$ cat src/rtl/seq_scan_pkg.sv
// rtl/seq_scan_pkg.sv - shared state encoding and default pattern for the frame scanner
package seq_scan_pkg;

    typedef enum logic [1:0] {
        IDLE   = 2'd0,
        SHIFT  = 2'd1,
        DRAIN  = 2'd2,
        REPORT = 2'd3
    } state_t;

    localparam int                   PAT_W_DEF   = 7;
    localparam logic [PAT_W_DEF-1:0] PATTERN_DEF = 7'b1011101;

endpackage

$ cat src/rtl/seq_detect_core.sv
// rtl/seq_detect_core.sv - bit-serial pattern detector (window, fill, match register); SEQ_OVERLAP_EN selects overlapping matches
module seq_detect_core
    import seq_scan_pkg::*;
#(
    parameter int               PAT_W   = PAT_W_DEF,
    parameter logic [PAT_W-1:0] PATTERN = PATTERN_DEF
) (
    input  logic clk,
    input  logic rst_n,
    input  logic clear,
    input  logic shift_en,
    input  logic ser_bit,
    output logic match_pulse
);

    localparam int FILL_W = $clog2(PAT_W + 1);

    logic [PAT_W-1:0]  window;
    logic [PAT_W-1:0]  window_nxt;
    logic [FILL_W-1:0] fill;
    logic [FILL_W-1:0] fill_nxt;
    logic              hit;

    // Window and fill as they will be after this bit; fill saturates once the window is full
    always_comb begin
        window_nxt = {window[PAT_W-2:0], ser_bit};
        fill_nxt   = (fill == FILL_W'(PAT_W)) ? fill : fill + FILL_W'(1);
        hit        = shift_en && (window_nxt == PATTERN) && (fill_nxt >= FILL_W'(PAT_W));
    end

    // Window/fill update and registered match pulse; clear wins over shifting
    always_ff @(posedge clk or negedge rst_n) begin
        if (!rst_n) begin
            window      <= '0;
            fill        <= '0;
            match_pulse <= 1'b0;
        end else if (clear) begin
            window      <= '0;
            fill        <= '0;
            match_pulse <= 1'b0;
        end else begin
            match_pulse <= hit;
            if (shift_en) begin
                window <= window_nxt;
`ifdef SEQ_OVERLAP_EN
                fill   <= fill_nxt;
`else
                fill   <= hit ? '0 : fill_nxt;
`endif
            end
        end
    end

endmodule

$ cat src/rtl/seq_frame_scanner.sv
// rtl/seq_frame_scanner.sv - frame-to-serial controller around seq_detect_core; SEQ_OVERLAP_EN selects overlapping matches
module seq_frame_scanner
    import seq_scan_pkg::*;
#(
    parameter int               FRAME_W = 16,
    parameter int               PAT_W   = PAT_W_DEF,
    parameter logic [PAT_W-1:0] PATTERN = PATTERN_DEF,
    parameter int               CNT_W   = $clog2(FRAME_W + 1)
) (
    input  logic               clk,
    input  logic               rst_n,
    input  logic               frame_valid,
    input  logic [FRAME_W-1:0] frame_data,
    output logic               frame_ready,
    input  logic               abort,
    output logic               ser_bit,
    output logic               busy,
    output logic               match_pulse,
    output logic               done,
    output logic [CNT_W-1:0]   match_cnt,
    output logic               first_vld,
    output logic [CNT_W-1:0]   first_pos
);

    state_t             state;
    state_t             state_nxt;
    logic [FRAME_W-1:0] shreg;
    logic [CNT_W-1:0]   bit_idx;
    logic               accept;
    logic               abort_scan;
    logic               core_clear;
    logic               shift_en;

    assign shift_en   = (state == SHIFT);
    assign ser_bit    = shift_en ? shreg[FRAME_W-1] : 1'b0;
    assign core_clear = accept | abort_scan;

    // State register
    always_ff @(posedge clk or negedge rst_n) begin
        if (!rst_n) begin
            state <= IDLE;
        end else begin
            state <= state_nxt;
        end
    end

    // Next state and per-state outputs; abort only matters while a scan is running
    always_comb begin
        state_nxt   = state;
        frame_ready = 1'b0;
        busy        = 1'b0;
        done        = 1'b0;
        accept      = 1'b0;
        abort_scan  = 1'b0;
        case (state)
            IDLE: begin
                frame_ready = 1'b1;
                if (frame_valid) begin
                    accept    = 1'b1;
                    state_nxt = SHIFT;
                end
            end
            SHIFT: begin
                busy = 1'b1;
                if (abort) begin
                    abort_scan = 1'b1;
                    state_nxt  = IDLE;
                end else if (bit_idx == CNT_W'(FRAME_W - 1)) begin
                    state_nxt = DRAIN;
                end
            end
            DRAIN: begin
                busy = 1'b1;
                if (abort) begin
                    abort_scan = 1'b1;
                    state_nxt  = IDLE;
                end else begin
                    state_nxt = REPORT;
                end
            end
            REPORT: begin
                done      = 1'b1;
                state_nxt = IDLE;
            end
            default: state_nxt = IDLE;
        endcase
    end

    // Shift register, bit index and result counters; a match pulse refers to bit_idx-1
    always_ff @(posedge clk or negedge rst_n) begin
        if (!rst_n) begin
            shreg     <= '0;
            bit_idx   <= '0;
            match_cnt <= '0;
            first_vld <= 1'b0;
            first_pos <= '0;
        end else if (core_clear) begin
            shreg     <= accept ? frame_data : '0;
            bit_idx   <= '0;
            match_cnt <= '0;
            first_vld <= 1'b0;
            first_pos <= '0;
        end else begin
            if (shift_en) begin
                shreg   <= {shreg[FRAME_W-2:0], 1'b0};
                bit_idx <= bit_idx + CNT_W'(1);
            end
            if (match_pulse) begin
                if (match_cnt != '1) begin
                    match_cnt <= match_cnt + CNT_W'(1);
                end
                if (!first_vld) begin
                    first_vld <= 1'b1;
                    first_pos <= bit_idx - CNT_W'(1);
                end
            end
        end
    end

    seq_detect_core #(
        .PAT_W   (PAT_W),
        .PATTERN (PATTERN)
    ) u_core (
        .clk         (clk),
        .rst_n       (rst_n),
        .clear       (core_clear),
        .shift_en    (shift_en),
        .ser_bit     (ser_bit),
        .match_pulse (match_pulse)
    );

endmodule

$ cat config.mk
export PLATFORM = sky130hd
export DESIGN_NAME = seq_frame_scanner
export DESIGN_NICKNAME = d
export VERILOG_FILES = /design/src/rtl/seq_scan_pkg.sv /design/src/rtl/seq_detect_core.sv /design/src/rtl/seq_frame_scanner.sv
export SDC_FILE = /design/constraint.sdc
export NUM_CORES = 1
export LEC_CHECK = 0
export CAP_MARGIN = 15
export CORE_UTILIZATION = 38
export DETAILED_ROUTE_END_ITERATION = 10
export MAX_ROUTING_LAYER = met4
export PLACE_DENSITY = 0.57
export SLEW_MARGIN = 20
export SYNTH_ARGS = -nofsm -noshare
export SYNTH_HDL_FRONTEND = slang
export SYNTH_SLANG_ARGS = --single-unit
$ cat constraint.sdc
create_clock -name clk -period 1.9 [get_ports clk]
set_input_delay 0.38 -clock clk [delete_from_list [all_inputs] [get_ports clk]]
set_output_delay 0.38 -clock clk [all_outputs]
set_load 0.01 [all_outputs]
# Yosys cells after proc, flatten, opt, wreduce, memory -nomap -nowiden
# Cells that the tools add are included.
dict set report op_classes {
  addsub 4
  n_lt_le_gt_ge 1
  n_eq_ne 10
  mux 33
  n_bitwise 1
  reduce_logical 10
}
# cell n
set op_table {}
lappend op_table {{two-way mux 16 bit} 3}
lappend op_table {{two-way mux 5 bit} 8}
lappend op_table {{two-way mux 3 bit} 4}
lappend op_table {{two-way mux 6 bit} 2}
lappend op_table {{two-way mux 1 bit} 11}
lappend op_table {{adder 5 x 1 -> 5 bit, second input constant} 2}
lappend op_table {{two-way mux 2 bit} 4}
lappend op_table {{case mux 2 bit (4 select lines)} 1}
lappend op_table {{== test 7 bit, second input constant} 1}
lappend op_table {{AND reduction 2 bit} 3}
lappend op_table {{nonzero test 2 bit} 3}
lappend op_table {{== test 5 x 4 -> 1 bit, second input constant} 1}
lappend op_table {{inequality test 5 bit, second input constant} 1}
lappend op_table {{subtractor 5 x 1 -> 5 bit, second input constant} 1}
lappend op_table {{== test 2 bit, second input constant} 2}
lappend op_table {{adder 3 x 1 -> 3 bit, second input constant} 1}
lappend op_table {{== test 3 bit, second input constant} 1}
lappend op_table {{>= comparator 3 bit, second input constant} 1}
lappend op_table {{inequality test 3 x 2 -> 1 bit, second input constant} 1}
lappend op_table {{== test 2 x 1 -> 1 bit, second input constant} 1}
lappend op_table {{logical AND 1 bit} 2}
lappend op_table {{zero test 2 bit} 1}
lappend op_table {{inequality test 2 x 1 -> 1 bit, second input constant} 1}
lappend op_table {{inequality test 2 bit, second input constant} 1}
lappend op_table {{2 further kinds} 2}
dict set report word_totals {
  ff_bits 44
  in_bits 20
  out_inout_bits 16
  wordCells 68
}

# Logic depth before layout (Yosys ltp)
# Gate-level depths: netlist of run 1.
dict set report depth {
  depth_word 8
  ltp_mapped 8
  ltp_nobuf 7
}

# Cells and area by module
# From an unflattened synthesis of run 1, not the netlist that was laid out.
dict set report hier_totals {
  cells_unflattened 209
  hier_area_um2 2232.1
}
# mod instances cells_each area_per_inst_um2 seq_area_each_um2
set modules_own_cells {}
lappend modules_own_cells {seq_frame_scanner 1 166 1735.4 850.8}
lappend modules_own_cells {seq_detect_core 1 43 496.7 250.2}

# Least setup slack after synthesis of run 1
# No wires, ideal clock.
dict set report synth_path {
  path_kind {reg2reg}
  startpoint {register state[0]}
  endpoint {register shreg[10]}
  setup_time_ns 0.124
  t_arrival_ns 1.546
  t_required_ns 1.776
  path_slack_ns 0.230
  path_stages_with_launch 7
  n_path_buf 1
  synth_period_minus_slack_ns 1.670
  path_cell_list {dfrtp_1 inv_1 ha_1 a22o_1 nor2_2 buf_2 a21oi_1}
}
dict set report synth_between {
  elab_chain_cells 5
  word_cells_on_any_way 10
  classes_between {2 x eq/ne; 4 x mux; 1 x bitwise; 3 x reduce/logical}
}
# item line
set synth_lines {}
lappend synth_lines {{from (decl)} seq_frame_scanner.sv:25} ;# state_t state;
lappend synth_lines {{from (signal assigned)} seq_frame_scanner.sv:43} ;# state <= state_nxt;
lappend synth_lines {{== test 2 x 1 -> 1 bit / == test 2 bit (equally long branches)} {seq_frame_scanner.sv:34, seq_frame_scanner.sv:55}}
lappend synth_lines {{OR reduction 2 bit (no source line)} n/a}
lappend synth_lines {{two-way mux 1 bit} n/a}
lappend synth_lines {{OR 1 bit} seq_frame_scanner.sv:36} ;# assign core_clear = accept | abort_scan;
lappend synth_lines {{two-way mux 16 bit / nonzero test 2 bit (equally long branches)} n/a}
lappend synth_lines {{to (signal assigned)} seq_frame_scanner.sv:98} ;# shreg <= accept ? frame_data : '0;
lappend synth_lines {{to (signal assigned)} seq_frame_scanner.sv:105} ;# shreg <= {shreg[FRAME_W-2:0], 1'b0};
lappend synth_lines {{to (decl)} seq_frame_scanner.sv:27} ;# logic [FRAME_W-1:0] shreg;
# Parallel ways exist; a longest one is shown, timed or not.
# A chain may end at the register's enable or synchronous reset.

# Worst setup path after layout of run 1
dict set report layout_path {
  startpoint {register state[1]}
  endpoint {output done}
}
dict set report layout_between {
  elab_chain_cells 2
}
# item line
set layout_lines {}
lappend layout_lines {{== test 2 bit} seq_frame_scanner.sv:55} ;# case (state)
lappend layout_lines {{two-way mux 1 bit} seq_frame_scanner.sv:55}
lappend layout_lines {{to (decl)} seq_frame_scanner.sv:19} ;# output logic done,
# No other way between the ends.

==> results of run 1 <==
-- sequential cells by signal, indices dropped and copies added, names as in the netlist --
name                count
bit_idx                 5
state                   2
first_pos               5
match_cnt               5
first_vld               1
u_core.match_pulse      1
u_core.window           6
u_core.fill             3
shreg                  16
-- final cells by class --
cell class / instances / area (µm²) / share of cell area
Clock buffer: 7 / 96.3 / 0.0347
Clock inverter: 1 / 30.0 / 0.0108
Inverter: 23 / 86.3 / 0.0311
Multi-Input combinational cell: 149 / 961 / 0.346
Sequential cell: 44 / 1100 / 0.396
Tap cell: 72 / 90.1 / 0.0324
Timing Repair Buffer: 43 / 414 / 0.149
-- power breakdown --
part | internal, mW | switching, mW
combinational | 0.751 | 1.06
clock | 0.464 | 0.315
sequential | 1.19 | 0.120
-- cell usage in the layout, fill, tap and decap left out, drive strengths merged, types with 4 or more instances in the layout --
cell / Yosys / routed
a211oi: 6 / 6
buf: 9 / 9
nand2: 7 / 7
dfrtp: 44 / 44
mux2i: 8 / 8
xnor2: 5 / 5
clkbuf: 2 / 7
clkdlybuf4s50: 0 / 31
nor2b: 4 / 4
inv: 23 / 23
nor2: 28 / 28
ha: 11 / 11
and3: 4 / 4
a21oi: 50 / 50
xor2: 5 / 5
-- worst max path at each step --
stage / end / slack, ns
3_5_place_dp: shreg[12] / 0.12
2_1_floorplan: shreg[10] / 0.23
4_1_cts: done / 0.04
5_1_grt: done / 0.006
3_3_place_gp: shreg[8] / 0.14
6_report: done / 0.05
-- metrics by stage --
stage          total power [mW]  instance area, µm²  hold WS [ns]
5_1_grt                    4.27                2780         0.202
6_report                   3.91                2780         0.148
3_5_place_dp               3.16                2640         0.502
4_1_cts                    3.95                2780         0.175
2_1_floorplan              2.67                2200        0.0844
3_3_place_gp               3.15                2640         0.488
-- worst register-to-register path: cells and delay by family (launching register included) --
kind	cells	cell delay [ns]
AOI/OAI and AO/OA	4	0.85
DFF	1	0.45
adders and majority gates	1	0.30
-- metal layers --
metal | global-route usage | wire, µm | share of wire
met1 | 0.210 | 2090 | 0.49
met2 | 0.243 | 1920 | 0.45
met3 | 0.0326 | 171 | 0.040
met4 | 0.0667 | 78 | 0.018
met5 | - | 0 | 0
-- timing repair --
item / CTS / global route
gates resized for setup: 7 / 0
endpoints found under the setup margin: 3 / 0
setup buffers: 1 / 0
-- logic make-up (layout without fill, tap and decap cells) --
kind of cell | Yosys count | after routing
XOR/XNOR | 10 | 10
multiplexers | 8 | 8
AO/OA/AOI/OAI | 69 | 69
flip-flops | 44 | 44
buffers and inverters | 34 | 74
adder cells (fa/ha/maj) | 11 | 11
AND/OR/NAND/NOR | 51 | 51
==> results.toml, run 1 <==
[logic_synthesis]
yosys.area.top_type = "dfrtp_1"
yosysWarnings = 0
synth_common_cells = "a21oi_1 (50), dfrtp_1 (44), nor2_1 (27), inv_1 (23), ha_1 (11)"
synthXorXnorAreaFrac = 0.0397
synth-seq-cells = 44
synthSimpleGateAreaFrac = 0.114
synth_top_family_by_area = "compound AO/OA/AOI/OAI gates"
ys_types = 32
synth.most_common_cell = "a21oi_1"
synth.cell_area_um2 = 2200
synthMuxAreaShare = 0.0363
synthCells = 227
synth_top_area_frac = 0.499
postSynthAreaPerCell_um2 = 9.71
synth_adder_area_share = 0.0624
synth_flop_cell = "dfrtp_1"
synth.area.top_cells = "dfrtp_1 (50%), a21oi_1 (11%), ha_1 (6.2%)"
synth_nets = 258
synth-edff-count = 0
yosysSeqAreaShare = 0.499
synth-async-reset-ratio = 1.00
synth_compound_area_frac = 0.182

[layout]
diodes = 0
area_delta_synth_final_pct = 26.1
drive_gt1_frac = 0.0936
final_cell_count_no_fill = 339
nFillCells = 532
nNetsFinal = 297
final_core_util = 0.502

[critical_path]
worst-r2r-setup-slack_ns = 0.19
critPathTopFamily = "buffers and inverters"
max_stage_delay_ns = 0.47
worst-setup-path-type = "flop to primary output"
crit_start = "state[1]"
cp_data_arrival_time_ns = 1.47
cp-end-kind = "primary output"
crit_buf_inv = 2
critPathLaunchType = "flop"
critical_path_depth = 3
crit_required_ns = 1.52
crit_path_max_fanout = 2
cp_cell_sequence = "buf_4, ha_1, clkdlybuf4s50_1"
worstReg2RegStart = "u_core.fill[0]"
reg2reg_to = "u_core.fill[1]"
cp_slowest_cell = "clkdlybuf4s50_1"
rr_worst_depth = 5

[floorplan]
num_io_pins = 36
rows = 27
die_y_um = 78.2
core_um2 = 5540
die_area_um2 = 6110
die_x_um = 78.2
start_util = 0.398

[detailed_routing]
drt_iter0_drc = 84
antenna_left = 0
vias = 1692
drc = 0
drt-total-wl_um = 4250
wl_per_cell_um = 12.5
firstDrtPassIters = 4
via_per_inst = 4.99

[cts]
clockBufferDepth = 2
clockRootBuffer = "clkbuf_8"
holdBufCountCts = 0
cts_buffers = 5
clk_pin_slew_ns = 0.08
insertion_delay_ns = 0.29
cts_tree = "yes"
htreeDepth = 2
clock_sinks = 44

[placed_design]
io_buffers = 35
hpwl_um = 2830
gp_congestion = 0.735
dpl.cell_count = 330
pre_cts_ws_ns = 0.118

[timing]
finalHoldViolCount = 0
slew_headroom = 0.615
worst_slew_pin_slew_ns = 0.577
period_needed_ns = 1.85
maxSlewViolCount = 0
timing.fmax_mhz = 541
tns_ns = 0
rsz0062_at_grt = "no"
skew_ns = 0.00668
setup-violations-final = 0
post-route-period-util = 0.974
setup_ws_ns = 0.0500

[worst_hold_path]
hold_path.class = "input port to asynchronous set/reset pin"

[global_route]
grt_max_degree = 45
antenna_found_initial = 0
grt_util_all_layers = 0.160
grt_pass1_wl_um = 7450
grt_pass1_vias = 1588
grt_overflow = 0

[outcome]
outcome = "completed"

[pwr]
leakagePower_nw = 1.31
vdd_ir_drop_max_mv = 1.08
p_per_area_nw_per_um2 = 1410

[flow_run]
drv_cap = 0
No activity file was read; power rests on OpenSTA's default activity.
==> run 2: changes to the inputs <==
--- a/config.mk
+++ b/config.mk
@@ -13,4 +13,5 @@
 export SLEW_MARGIN = 20
 export SYNTH_ARGS = -nofsm -noshare
 export SYNTH_HDL_FRONTEND = slang
+export SYNTH_HIERARCHICAL = 1
 export SYNTH_SLANG_ARGS = --single-unit
==> results.toml, run 2 <==
[outcome]
outcome = "completed"

[timing]
finalHoldViolCount = 0
post-route-period-util = 0.963
period_needed_ns = 1.83
worst_slew_pin_slew_ns = 0.563
skew_ns = 0.00577
rsz0062_at_grt = "no"
timing.fmax_mhz = 547
setup_ws_ns = 0.0711
setup-violations-final = 0
slew_headroom = 0.625
maxSlewViolCount = 0
tns_ns = 0

[critical_path]
cp_cell_sequence = "buf_4, ha_1, and2_1, clkdlybuf4s15_1"
worst-setup-path-type = "flop to primary output"
cp_data_arrival_time_ns = 1.45
crit_path_max_fanout = 2
crit_buf_inv = 2
max_stage_delay_ns = 0.40
critPathLaunchType = "flop"
cp_slowest_cell = "dfrtp_1"
critPathTopFamily = "flip-flops"
cp-end-kind = "primary output"
crit_required_ns = 1.52

[detailed_routing]
firstDrtPassIters = 4
drt-total-wl_um = 4340
drt_iter0_drc = 94
via_per_inst = 4.95
antenna_left = 0
drc = 0
vias = 1605
wl_per_cell_um = 13.4

[placed_design]
hpwl_um = 2960
gp_congestion = 0.703
io_buffers = 35
placed_cell_area_um2 = 2670
pre_cts_ws_ns = 0.0954

[logic_synthesis]
ys_types = 38
synthCells = 209
synth_nets = 240
yosysWarnings = 6
yosysSeqAreaShare = 0.493
postSynthAreaPerCell_um2 = 10.7
synth.most_common_cell = "dfrtp_1"
synth-async-reset-ratio = 1.00
yosys.area.top_type = "dfrtp_1"
synth_flop_cell = "dfrtp_1"
synth_top_area_frac = 0.493
synth.area.top_cells = "dfrtp_1 (49%), mux2i_1 (6.3%), ha_1 (6.2%)"
synth-edff-count = 0
synth_common_cells = "dfrtp_1 (44), nor2_1 (22), o21ai_0 (20), nand2_1 (18), a2bb2oi_1 (15)"
synth-seq-cells = 44
synth.cell_area_um2 = 2230

[floorplan]
die_area_um2 = 6180
num_io_pins = 36
start_util = 0.400
rows = 27
die_x_um = 78.6
core_um2 = 5570
die_y_um = 78.6

[cts]
htreeDepth = 2
clockBufferDepth = 2
clk_pin_slew_ns = 0.08
clock_sinks = 44
cts_buffers = 5
insertion_delay_ns = 0.30
cts_tree = "yes"
clockRootBuffer = "clkbuf_8"

[pwr]
leakagePower_nw = 1.29
vdd_ir_drop_max_mv = 0.681
p_per_area_nw_per_um2 = 1300

[global_route]
grt_pass1_vias = 1511
grt_overflow = 0
grt_max_degree = 45
grt_pass1_wl_um = 7270
antenna_found_initial = 0
grt_util_all_layers = 0.158

[worst_hold_path]
hold_path.class = "input port to asynchronous set/reset pin"

[layout]
diodes = 0
largest-register = "shreg"
nNetsFinal = 282
mostFrequentLayoutCell = "dfrtp_1"
final_area_um2 = 2770
area_delta_synth_final_pct = 24.0
largestRegisters = "shreg: 16 flops, u_core/window: 6 flops"
largest_reg_flops = 16
drive_gt1_frac = 0.111
layout_common_cells = "dfrtp_1 (44), clkdlybuf4s50_1 (30), nor2_1 (22)"

[flow_run]
drv_cap = 0
-- run 2: cell count changes after synthesis, moves of 3 or more --
cell	previous run	this run
buf_2	7	3
a21oi_1	50	5
o21ai_0	3	20
inv_1	23	9
nor2_1	27	22
a211oi_1	6	1
nor3_1	1	4
buf_6	1	5
a22o_1	3	0
nand2_1	6	18
a2bb2oi_1	0	15
nor2b_1	4	1
mux2i_1	8	14
-- run 2: report_power, final --
| part | switching [mW] | internal (mW) |
|---|---|---|
| Combinational | 0.860 | 0.798 |
| Clock | 0.308 | 0.297 |
| Sequential | 0.152 | 1.19 |
-- run 2: worst paths after layout --
check,from,endpoint,slack (ns),cells after the start
min in group clk,shreg[0],shreg[0],0.53,1
worst max register to register,state[0],shreg[8],0.15,6
max in group asynchronous,rst_n,first_vld,1.36,2
worst min-delay path,rst_n,shreg[7],0.15,2
worst max-delay path,state[0],ser_bit,0.07,4
worst min register to register,shreg[0],shreg[0],0.53,1
-- run 2: cells by family (layout without fill, tap and decap cells) --
group | Yosys count | count (layout) | synth area share
DFF | 44 | 44 | 0.493
adders and majority gates | 11 | 11 | 0.0617
xor gates and xnor gates | 9 | 9 | 0.0353
buffers and inverters | 23 | 66 | 0.0605
AOI/OAI and AO/OA | 47 | 47 | 0.153
muxes | 14 | 14 | 0.0628
and+or+nand+nor | 61 | 61 | 0.133
-- run 2: through the flow --
| stage | total power [mW] | util | cells | hold slack [ns] |
|---|---|---|---|---|
| 6_report | 3.61 | 0.497 | 324 | 0.151 |
| 5_1_grt | 3.89 | 0.497 | 324 | 0.194 |
| 4_1_cts | 3.65 | 0.497 | 324 | 0.178 |
| 3_5_place_dp | 3.04 | 0.479 | 315 | 0.501 |
| 3_3_place_gp | 3.02 | 0.479 | 315 | 0.503 |
| 2_1_floorplan | 2.61 | - | 209 | 0.0844 |
-- run 2: final cells by class --
class	count	area [µm²]
clock buffers	8	90.1
fillers	529	2810
inverters	11	43.8
multi-input cells	142	998
flip-flops and latches	44	1100
well taps	72	90.1
repair buffers	47	444
-- run 2: metal layers --
| layer | vias up | global-route usage | wire length, µm |
|---|---|---|---|
| met1 | 764 | 0.221 | 2260 |
| met2 | 24 | 0.221 | 1880 |
| met5 | - | - | 0 |
| met3 | 8 | 0.0349 | 122 |
| li1 | 809 | - | - |
| met4 | 0 | 0.0667 | 75 |
-- run 2: what timing repair did --
item | 4_1_cts | 5_1_grt
setup buffers | 1 | 0
pin swaps | 0 | 0
setup endpoints to repair | 3 | 1
hold buffers | 0 | 0
gates resized for setup | 6 | 1
hold endpoints to repair | 0 | 0
==> run 3: changes to the inputs <==
--- a/config.mk
+++ b/config.mk
@@ -9,7 +9,7 @@
 export CORE_UTILIZATION = 38
 export DETAILED_ROUTE_END_ITERATION = 10
 export MAX_ROUTING_LAYER = met4
-export PLACE_DENSITY = 0.57
+export PLACE_DENSITY_LB_ADDON = 0.2
 export SLEW_MARGIN = 20
 export SYNTH_ARGS = -nofsm -noshare
 export SYNTH_HDL_FRONTEND = slang
==> results.toml, run 3 (same netlist as run 2, synthesis figures left out) <==
[global_route]
grt_overflow = 0
grt_pass1_vias = 1684
grt_pass1_wl_um = 7870
antenna_found_initial = 0
grt_max_degree = 28
grt_util_all_layers = 0.168

[layout]
largest_reg_flops = 16
drive_gt1_frac = 0.126
largest-register = "shreg"
mostFrequentLayoutCell = "dfrtp_1"
area_delta_synth_final_pct = 25.7
nNetsFinal = 283
largestRegisters = "shreg: 16 flops, u_core/window: 6 flops"
diodes = 0
nFillCells = 525
layout_common_cells = "dfrtp_1 (44), clkdlybuf4s50_1 (30), nor2_1 (22)"

[placed_design]
gp_congestion = 0.718
hpwl_um = 3160
io_buffers = 35

[timing]
rsz0062_at_grt = "no"
period_needed_ns = 1.75
timing.fmax_mhz = 570
finalHoldViolCount = 0
hold_slack_ns = 0.0125
post-route-period-util = 0.923
worst_slew_pin_slew_ns = 0.556
skew_ns = 0.00942
tns_ns = 0
maxSlewViolCount = 0
setup-violations-final = 0
slew_headroom = 0.629

[cts]
holdBufCountCts = 0
clock_sinks = 44
clockBufferDepth = 2
clockRootBuffer = "clkbuf_8"
cts_buffers = 5
clk_pin_slew_ns = 0.09
htreeDepth = 2
insertion_delay_ns = 0.30
cts_tree = "yes"

[detailed_routing]
drt_iter0_drc = 75
firstDrtPassIters = 4
vias = 1622
drc = 0
antenna_left = 0
drt-total-wl_um = 4480
via_per_inst = 4.99
wl_per_cell_um = 13.8

[critical_path]
crit_required_ns = 2.13
cp_data_arrival_time_ns = 1.98
worst-setup-path-type = "flop to flop"
cp_slowest_cell = "dfrtp_1"
cp_cell_sequence = "ha_1, and3_1, ha_1, nand2b_1, or3_1, a21oi_1"
cp_common_cell = "ha_1"
crit_path_max_fanout = 4
cp-end-kind = "flop"
max_stage_delay_ns = 0.43
critPathLaunchType = "flop"

[floorplan]
die_area_um2 = 6180
die_y_um = 78.6
die_x_um = 78.6
rows = 27
num_io_pins = 36
start_util = 0.400
core_um2 = 5570

[pwr]
p_per_area_nw_per_um2 = 1330
leakagePower_nw = 1.33
vdd_ir_drop_max_mv = 0.568

[worst_hold_path]
hold_path.class = "input port to asynchronous set/reset pin"

[flow_run]
drv_cap = 0

[outcome]
outcome = "completed"
-- run 3: layer usage --
layer	vias to the layer above	wire [µm]	global-route usage	part of all wire
li1	809	-	-	-
met1	781	2230	0.221	0.50
met2	24	2040	0.255	0.46
met3	8	130	0.0372	0.029
met4	0	68	0.0556	0.015
met5	-	0	-	0
-- run 3: cell type report --
cell class,count,area [µm²],area share
Multi-Input combinational cell,142,1010,0.360
Timing Repair Buffer,48,454,0.162
Clock inverter,2,35.0,0.0125
Sequential cell,44,1100,0.393
Clock buffer,6,72.6,0.0259
Inverter,11,43.8,0.0156
Tap cell,72,90.1,0.0321
-- run 3: final timing paths --
check	startpoint	end	slack (ns)	cells past startpoint
setup reg to reg	match_cnt[0]	match_cnt[3]	0.15	6
setup / recovery	match_cnt[0]	match_cnt[3]	0.15	6
min in group clk	shreg[0]	shreg[0]	0.54	1
hold reg to reg	shreg[0]	shreg[0]	0.54	1
max in group asynchronous	rst_n	u_core/window[0]	1.39	2
hold / removal	rst_n	shreg[9]	0.01	1
-- run 3: power by group --
part           total [mW]  internal [mW]  switching (mW)  leakage [nW]
clock network       0.712          0.391           0.321        0.0552
registers            1.35           1.19           0.156         0.580
logic                1.66          0.807           0.857         0.695
-- run 3: worst max-delay path, delay by kind of cell (launching register included) --
kind                     cells  cell delay, ns
AO/OA/AOI/OAI                1            0.14
adder cells (fa/ha/maj)      2            0.42
flip-flops                   1            0.43
AND/OR/NAND/NOR              3            0.70
-- run 3: stage by stage --
| stage | power, mW | util | setup slack [ns] | std cells | cell area (µm²) |
|---|---|---|---|---|---|
| CTS | 3.78 | 0.502 | 0.0000419 | 324 | 2800 |
| finish | 3.73 | 0.503 | 0.145 | 325 | 2810 |
| floorplan | 2.61 | - | 0.00224 | 209 | 2230 |
| detailed placement | 3.01 | 0.479 | 0.0970 | 315 | 2670 |
| global route | 4.01 | 0.503 | 0.0296 | 325 | 2810 |
| global placement | 2.99 | 0.479 | 0.102 | 315 | 2670 |
-- run 3: repair_timing --
| action | CTS | global route |
|---|---|---|
| pin swaps | 0 | 0 |
| buffers inserted | 1 | 1 |
| setup endpoints to repair | 3 | 3 |
| gates resized for setup | 7 | 3 |
